[config.mk]
export PLATFORM = sky130hd
export DESIGN_NAME = morse_sequencer_flat
export DESIGN_NICKNAME = d
export VERILOG_FILES = /design/src/rtl/morse_sequencer_if.sv /design/src/rtl/morse_sequencer.sv /design/src/flat_wrapper.sv
export SDC_FILE = /design/constraint.sdc
export NUM_CORES = 1
export LEC_CHECK = 0
export CAP_MARGIN = 20
export CORE_ASPECT_RATIO = 1.75
export CORE_UTILIZATION = 40
export CTS_BUF_LIST = sky130_fd_sc_hd__clkbuf_16
export CTS_CLUSTER_SIZE = 8
export DETAILED_ROUTE_END_ITERATION = 8
export GPL_ROUTABILITY_DRIVEN = 1
export GPL_TIMING_DRIVEN = 0
export SKIP_LAST_GASP = 1
export SYNTH_ARGS = -nofsm -noshare
export SYNTH_HDL_FRONTEND = slang
export SYNTH_SLANG_ARGS = --single-unit
export TNS_END_PERCENT = 5
[constraint.sdc]
create_clock -name ClockIn -period 3.1 [get_ports ClockIn]
set_input_delay 0.775 -clock ClockIn [delete_from_list [all_inputs] [get_ports ClockIn]]
set_output_delay 0.775 -clock ClockIn [all_outputs]
set_load 0.02 [all_outputs]
[src/rtl/morse_sequencer_if.sv]
// Control and status bundle between a host and the Morse sequencer; the host drives
// Start/Letter/Repeat and observes the tone output and the status pulses.
interface morse_sequencer_if;
    logic       Start;
    logic [4:0] Letter;
    logic       Repeat;
    logic       DotDashOut;
    logic       Busy;
    logic       Done;
    logic       Error;

    modport master (
        output Start, Letter, Repeat,
        input  DotDashOut, Busy, Done, Error
    );

    modport slave (
        input  Start, Letter, Repeat,
        output DotDashOut, Busy, Done, Error
    );
endinterface

[src/rtl/morse_sequencer.sv]
// Morse A-Z playback sequencer: tone appears one clock after an accepted Start edge, slots last CLK_DIV clocks.
// No backpressure: Start edges while Busy are dropped; Done and Error are single-cycle pulses.
module morse_sequencer #(
    parameter int CLK_DIV = 250,
    parameter int PAT_W   = 16
) (
    input  logic              ClockIn,
    input  logic              Reset,
    morse_sequencer_if.slave  bus
);
    localparam int LEN_W = $clog2(PAT_W + 1);
    localparam int IDX_W = $clog2(PAT_W);
    localparam int DIV_W = $clog2(CLK_DIV);
    localparam logic [DIV_W-1:0] DIV_RELOAD = DIV_W'(CLK_DIV - 1);

    typedef enum logic [1:0] {IDLE, PLAY, GAP} state_t;

    state_t             state;
    logic               start_q;
    logic               armed_q;
    logic [PAT_W-1:0]   pat_q;
    logic [LEN_W-1:0]   len_q;
    logic [DIV_W-1:0]   div_q;
    logic [LEN_W-1:0]   cnt_q;
    logic               dd_q;
    logic               busy_q;
    logic               done_q;
    logic               err_q;

    logic [PAT_W-1:0]   rom_pat;
    logic [LEN_W-1:0]   rom_len;
    logic [IDX_W-1:0]   rom_idx;
    logic [IDX_W-1:0]   lat_idx;
    logic [IDX_W-1:0]   nxt_idx;
    logic               start_edge;
    logic               letter_ok;

    // Patterns are MSB-first: bit L-1 is the first slot played.
    always_comb begin
        rom_pat = '0;
        rom_len = '0;
        case (bus.Letter)
            5'd0:  begin rom_pat = PAT_W'(5'b10111);          rom_len = LEN_W'(5);  end
            5'd1:  begin rom_pat = PAT_W'(9'b111010101);      rom_len = LEN_W'(9);  end
            5'd2:  begin rom_pat = PAT_W'(11'b11101011101);   rom_len = LEN_W'(11); end
            5'd3:  begin rom_pat = PAT_W'(7'b1110101);        rom_len = LEN_W'(7);  end
            5'd4:  begin rom_pat = PAT_W'(1'b1);              rom_len = LEN_W'(1);  end
            5'd5:  begin rom_pat = PAT_W'(9'b101011101);      rom_len = LEN_W'(9);  end
            5'd6:  begin rom_pat = PAT_W'(9'b111011101);      rom_len = LEN_W'(9);  end
            5'd7:  begin rom_pat = PAT_W'(7'b1010101);        rom_len = LEN_W'(7);  end
            5'd8:  begin rom_pat = PAT_W'(3'b101);            rom_len = LEN_W'(3);  end
            5'd9:  begin rom_pat = PAT_W'(13'b1011101110111); rom_len = LEN_W'(13); end
            5'd10: begin rom_pat = PAT_W'(9'b111010111);      rom_len = LEN_W'(9);  end
            5'd11: begin rom_pat = PAT_W'(9'b101110101);      rom_len = LEN_W'(9);  end
            5'd12: begin rom_pat = PAT_W'(7'b1110111);        rom_len = LEN_W'(7);  end
            5'd13: begin rom_pat = PAT_W'(5'b11101);          rom_len = LEN_W'(5);  end
            5'd14: begin rom_pat = PAT_W'(11'b11101110111);   rom_len = LEN_W'(11); end
            5'd15: begin rom_pat = PAT_W'(11'b10111011101);   rom_len = LEN_W'(11); end
            5'd16: begin rom_pat = PAT_W'(13'b1110111010111); rom_len = LEN_W'(13); end
            5'd17: begin rom_pat = PAT_W'(7'b1011101);        rom_len = LEN_W'(7);  end
            5'd18: begin rom_pat = PAT_W'(5'b10101);          rom_len = LEN_W'(5);  end
            5'd19: begin rom_pat = PAT_W'(3'b111);            rom_len = LEN_W'(3);  end
            5'd20: begin rom_pat = PAT_W'(7'b1010111);        rom_len = LEN_W'(7);  end
            5'd21: begin rom_pat = PAT_W'(9'b101010111);      rom_len = LEN_W'(9);  end
            5'd22: begin rom_pat = PAT_W'(9'b101110111);      rom_len = LEN_W'(9);  end
            5'd23: begin rom_pat = PAT_W'(11'b11101010111);   rom_len = LEN_W'(11); end
            5'd24: begin rom_pat = PAT_W'(13'b1110101110111); rom_len = LEN_W'(13); end
            5'd25: begin rom_pat = PAT_W'(11'b11101110101);   rom_len = LEN_W'(11); end
            default: begin rom_pat = '0;                      rom_len = '0;         end
        endcase
    end

    assign rom_idx    = IDX_W'(rom_len - LEN_W'(1));
    assign lat_idx    = IDX_W'(len_q - LEN_W'(1));
    assign nxt_idx    = IDX_W'(cnt_q - LEN_W'(1));
    assign letter_ok  = (bus.Letter <= 5'd25);
    // armed_q stays low until Start has been seen low after reset, so a level
    // held high through reset release never counts as an edge.
    assign start_edge = bus.Start & ~start_q & armed_q;

    always_ff @(posedge ClockIn or posedge Reset) begin
        if (Reset) begin
            state   <= IDLE;
            start_q <= 1'b0;
            armed_q <= 1'b0;
            pat_q   <= '0;
            len_q   <= '0;
            div_q   <= '0;
            cnt_q   <= '0;
            dd_q    <= 1'b0;
            busy_q  <= 1'b0;
            done_q  <= 1'b0;
            err_q   <= 1'b0;
        end else begin
            start_q <= bus.Start;
            if (!bus.Start) armed_q <= 1'b1;
            done_q  <= 1'b0;
            err_q   <= 1'b0;
            case (state)
                IDLE: begin
                    if (start_edge) begin
                        if (letter_ok) begin
                            pat_q  <= rom_pat;
                            len_q  <= rom_len;
                            div_q  <= DIV_RELOAD;
                            cnt_q  <= rom_len - LEN_W'(1);
                            dd_q   <= rom_pat[rom_idx];
                            busy_q <= 1'b1;
                            state  <= PLAY;
                        end else begin
                            err_q  <= 1'b1;
                        end
                    end
                end
                PLAY: begin
                    if (div_q != '0) begin
                        div_q <= div_q - DIV_W'(1);
                    end else begin
                        div_q <= DIV_RELOAD;
                        if (cnt_q != '0) begin
                            cnt_q <= cnt_q - LEN_W'(1);
                            dd_q  <= pat_q[nxt_idx];
                        end else if (bus.Repeat) begin
                            cnt_q <= LEN_W'(2);
                            dd_q  <= 1'b0;
                            state <= GAP;
                        end else begin
                            dd_q   <= 1'b0;
                            busy_q <= 1'b0;
                            done_q <= 1'b1;
                            state  <= IDLE;
                        end
                    end
                end
                GAP: begin
                    if (div_q != '0) begin
                        div_q <= div_q - DIV_W'(1);
                    end else begin
                        div_q <= DIV_RELOAD;
                        if (cnt_q != '0) begin
                            cnt_q <= cnt_q - LEN_W'(1);
                        end else if (bus.Repeat) begin
                            cnt_q <= len_q - LEN_W'(1);
                            dd_q  <= pat_q[lat_idx];
                            state <= PLAY;
                        end else begin
                            busy_q <= 1'b0;
                            done_q <= 1'b1;
                            state  <= IDLE;
                        end
                    end
                end
                default: state <= IDLE;
            endcase
        end
    end

    assign bus.DotDashOut = dd_q;
    assign bus.Busy       = busy_q;
    assign bus.Done       = done_q;
    assign bus.Error      = err_q;
endmodule

[src/flat_wrapper.sv]
// flat-port wrapper written by rule: the top's interface ports become plain ports
module morse_sequencer_flat 
#(
    parameter int CLK_DIV = 250,
    parameter int PAT_W   = 16
)
  (ClockIn, Reset, bus_Start, bus_Letter, bus_Repeat, bus_DotDashOut, bus_Busy, bus_Done, bus_Error);
  morse_sequencer_if bus_i ();
  input  logic ClockIn;
  input  logic Reset;
  input wire logic [$bits(bus_i.Start)-1:0] bus_Start;
  input wire logic [$bits(bus_i.Letter)-1:0] bus_Letter;
  input wire logic [$bits(bus_i.Repeat)-1:0] bus_Repeat;
  output wire logic [$bits(bus_i.DotDashOut)-1:0] bus_DotDashOut;
  output wire logic [$bits(bus_i.Busy)-1:0] bus_Busy;
  output wire logic [$bits(bus_i.Done)-1:0] bus_Done;
  output wire logic [$bits(bus_i.Error)-1:0] bus_Error;
  assign bus_i.Start = bus_Start;
  assign bus_i.Letter = bus_Letter;
  assign bus_i.Repeat = bus_Repeat;
  assign bus_DotDashOut = bus_i.DotDashOut;
  assign bus_Busy = bus_i.Busy;
  assign bus_Done = bus_i.Done;
  assign bus_Error = bus_i.Error;
  morse_sequencer #(.CLK_DIV(CLK_DIV), .PAT_W(PAT_W)) u_core (.ClockIn(ClockIn), .Reset(Reset), .bus(bus_i));
endmodule
==> impl_metrics.env <==
export IMPL_status="completed"
export IMPL_path_class="in -> reg"
export IMPL_initial_core_util=0.421
export IMPL_startpoint_type="input port"
export IMPL_peakVddDrop_v=0.000288
export IMPL_die_area_um2=7280
export IMPL_synth_top_area_frac=0.325
export IMPL_max_clock_freq_mhz=345
export IMPL_detail_route_antenna_nets=0
export IMPL_clkTransAtPathRegs_ps=60
export IMPL_clockRootBuffer="clkbuf_16"
export IMPL_routed_wl_mm=7.53
export IMPL_n_antenna_cell=0
export IMPL_rows=39
export IMPL_critPathTopFamily="compound AO/OA/AOI/OAI gates"
export IMPL_path_cells="dlygate4sd2_1 -> buf_6 -> clkbuf_8 -> buf_2 -> o22ai_1 -> a21oi_2 -> ha_1 -> clkbuf_8 -> a21oi_1 -> a221o_1 -> a221oi_2 -> o21ai_1 -> a31oi_1"
export IMPL_cts_buffers=5
export IMPL_seq_area_frac_synth=0.325
export IMPL_cpPeakStageDelay_ps=370
export IMPL_r2r_end="u_core.bus.DotDashOut$_DFFE_PP0P_"
export IMPL_worst_pin_slew_ps=713
export IMPL_crit_top_cell="clkbuf_8"
export IMPL_synth_nets=359
export IMPL_avgSynthCellArea_um2=8.35
export IMPL_io_buffers=12
export IMPL_cts_htree_levels=2
export IMPL_vias=2537
export IMPL_fin_util=0.502
export IMPL_power_mw=2.73
export IMPL_ys_flop_type="dfrtp_1"
export IMPL_track_usage=0.229
export IMPL_endpoint_kind="flip-flop"
export IMPL_path_buf_inv=5
export IMPL_ys_warnings_count=0
export IMPL_cts_sinks=36
export IMPL_grt_setup_unrepaired="no"
export IMPL_slew_headroom=0.524
export IMPL_synthArstFlopShare=1.00
export IMPL_dp_hpwl_mm=5.87
export IMPL_period_needed_ps=2900
export IMPL_synth_edf_count=0
export IMPL_synthToLayoutAreaGrowth_pct=19.2
export IMPL_grt_pass1_wl_mm=12.6
export IMPL_dp_cells=427
export IMPL_crit_fanout=10
export IMPL_ys_types=54
export IMPL_cts_hold_buf=0
export IMPL_ys_ff_latch=36
export IMPL_p_per_area_nw_per_um2=825
export IMPL_core_area_um2=6590
export IMPL_crit_slowest_cell="a221o_1"
export IMPL_setup_viol_count_final=0
export IMPL_hold_viol=0
export IMPL_whs_endpoint="u_core.armed_q$_DFFE_PP0N_"
export IMPL_holdWs_ps=478
export IMPL_grt_max_degree=21
export IMPL_final_cells=439
export IMPL_clk_insertion_delay_late_ps=280
export IMPL_drv_slew=0
export IMPL_rrSetupSlack_ps=400
export IMPL_skew_ps=3.90
export IMPL_synth_most_common_cell="nand2_1"
export IMPL_ff2ff_path_depth=8
export IMPL_grt_pass1_vias=2571
export IMPL_critPathRequiredTime_ps=3310
export IMPL_netlist_top_cell_by_area="dfrtp_1"
export IMPL_dpl_instance_area_um2=3020
export IMPL_finalNetCount=383
export IMPL_gp_congestion=0.965
export IMPL_wl_per_cell_um=17.1
export IMPL_dr_first_iter_drc_count=107
export IMPL_timing_rr_start="u_core.cnt_q[0]$_DFFE_PP0P_"
export IMPL_clockBufferDepth=2
export IMPL_antenna_found_initial=0
export IMPL_synth_top_cells_by_count="nand2_1, dfrtp_1, o21ai_0"
export IMPL_synthesis_area_um2=2770
export IMPL_synthCells=332
export IMPL_period_share=0.936
export IMPL_fin_area_um2=3310
export IMPL_cp_startpoint="bus_Letter[2]"
export IMPL_hp_start="u_core.armed_q$_DFFE_PP0N_"
export IMPL_drt_pass1_iter_count=4
export IMPL_synthTopCellsByArea="dfrtp_1, ha_1, mux4_2"
export IMPL_drive_gt1_frac=0.146
export IMPL_hp_class="reg -> reg"
export IMPL_tritoncts="done"
export IMPL_viasPerCell=5.78
export IMPL_cp_num_cells=13
export IMPL_worstHoldPathCells=1
export IMPL_die_h_um=112
export IMPL_dieWidth_um=64.9
export IMPL_grt_overflow_total=0
export IMPL_drc=0
export IMPL_cap_violations=0
export IMPL_leakagePower_nw=1.40
export IMPL_io_pins=13
export IMPL_crit_arrival_ps=3110
-- layout make-up --
type	instances	area [µm²]
Clock inverter	3	37.5
Timing Repair Buffer	18	176
Sequential cell	36	901
Multi-Input combinational cell	259	1780
Clock buffer	5	125
Tap cell	82	103
Fill cell	673	3280
Buffer	17	114
Inverter	19	73.8
-- worst max-delay path by stage --
stage / slack (ps) / end
after global placement: -970 / u_core.bus.DotDashOut$_DFFE_PP0P_
after CTS: -80 / u_core.bus.DotDashOut$_DFFE_PP0P_
after global routing: 10 / u_core.bus.DotDashOut$_DFFE_PP0P_
after detailed placement: -980 / u_core.bus.DotDashOut$_DFFE_PP0P_
final: 200 / u_core.bus.DotDashOut$_DFFE_PP0P_
after floorplan: 50 / u_core.bus.DotDashOut$_DFFE_PP0P_
-- placed cells by master, fill, tap and decap left out, types with 2 or more instances in the layout --
cell | Yosys | layout
buf_4 | 0 | 6
a211oi_1 | 7 | 7
buf_6 | 1 | 3
o31ai_1 | 3 | 3
mux2i_1 | 3 | 3
nor4_1 | 3 | 3
clkdlybuf4s50_1 | 0 | 7
a21oi_2 | 0 | 2
xnor2_1 | 4 | 4
a21oi_1 | 24 | 22
clkbuf_1 | 12 | 8
nor2b_1 | 2 | 2
clkinv_1 | 1 | 3
clkbuf_8 | 0 | 2
nor3_1 | 11 | 11
ha_1 | 18 | 15
ha_4 | 0 | 2
and3_1 | 5 | 5
inv_1 | 17 | 16
or3_1 | 2 | 2
clkbuf_16 | 0 | 5
clkbuf_4 | 0 | 2
nor2_1 | 26 | 24
a31oi_1 | 4 | 4
o22ai_1 | 2 | 2
o221a_2 | 2 | 2
clkbuf_2 | 0 | 2
nand2b_1 | 10 | 9
mux4_2 | 8 | 8
a21o_1 | 3 | 3
mux2_2 | 3 | 3
nand3_1 | 5 | 5
buf_2 | 3 | 2
nand4b_1 | 2 | 2
dfrtp_1 | 36 | 36
a221o_1 | 2 | 2
o21ai_0 | 31 | 30
nand2_1 | 46 | 46
o21ai_1 | 12 | 13
-- timing repair --
item,4_1_cts,5_1_grt
pin swaps,2,1
resized for setup,28,18
buffers inserted,4,1
setup endpoints to repair,26,19
-- registers in the layout (all words and copies together) (netlist names) --
register / cells
u_core.div_q: 8
u_core.bus.DotDashOut: 1
u_core.state: 2
u_core.armed_q: 1
u_core.pat_q: 13
u_core.start_q: 1
u_core.bus.Error: 1
u_core.bus.Busy: 1
u_core.bus.Done: 1
u_core.cnt_q: 5
u_core.len_q: 2
-- metrics by stage --
step	setup TNS [ps]	setup WS (ps)
2_1_floorplan	0	51.9
3_3_place_gp	-16910	-974
3_5_place_dp	-16920	-981
4_1_cts	-84.3	-77.6
5_1_grt	0	11.0
6_report	0	199
-- per-layer routing --
layer / global-route usage / part of all wire
met1: 0.222 / 0.37
met2: 0.428 / 0.57
met3: 0.0366 / 0.021
met4: 0.147 / 0.046
met5: 0 / 0
-- cells by family (layout without fill, tap and decap cells) --
family | Yosys count | count (layout) | share of synthesized area
flops | 36 | 36 | 0.325
mux | 14 | 14 | 0.0880
buf+inv | 37 | 62 | 0.0541
compound gates | 104 | 104 | 0.232
fa+ha+maj | 18 | 18 | 0.0812
xor+xnor | 5 | 5 | 0.0185
simple gates | 118 | 118 | 0.201
-- worst register-to-register path, delay by kind of cell, from the launching register on --
kind | cells | cell delay, ps
flops | 1 | 320
simple gates | 1 | 90
fa+ha+maj | 1 | 460
buf+inv | 2 | 520
mux | 2 | 830
compound gates | 2 | 350
-- power by group --
part / total (mW) / leakage (nW) / switching, mW / internal [mW]
registers: 0.768 / 0.429 / 0.135 / 0.632
logic: 1.40 / 0.895 / 0.782 / 0.613
clock network: 0.564 / 0.0789 / 0.190 / 0.373
total: 2.73 / 1.40 / 1.11 / 1.62
Note: power is estimated with default switching activity, not from simulation.
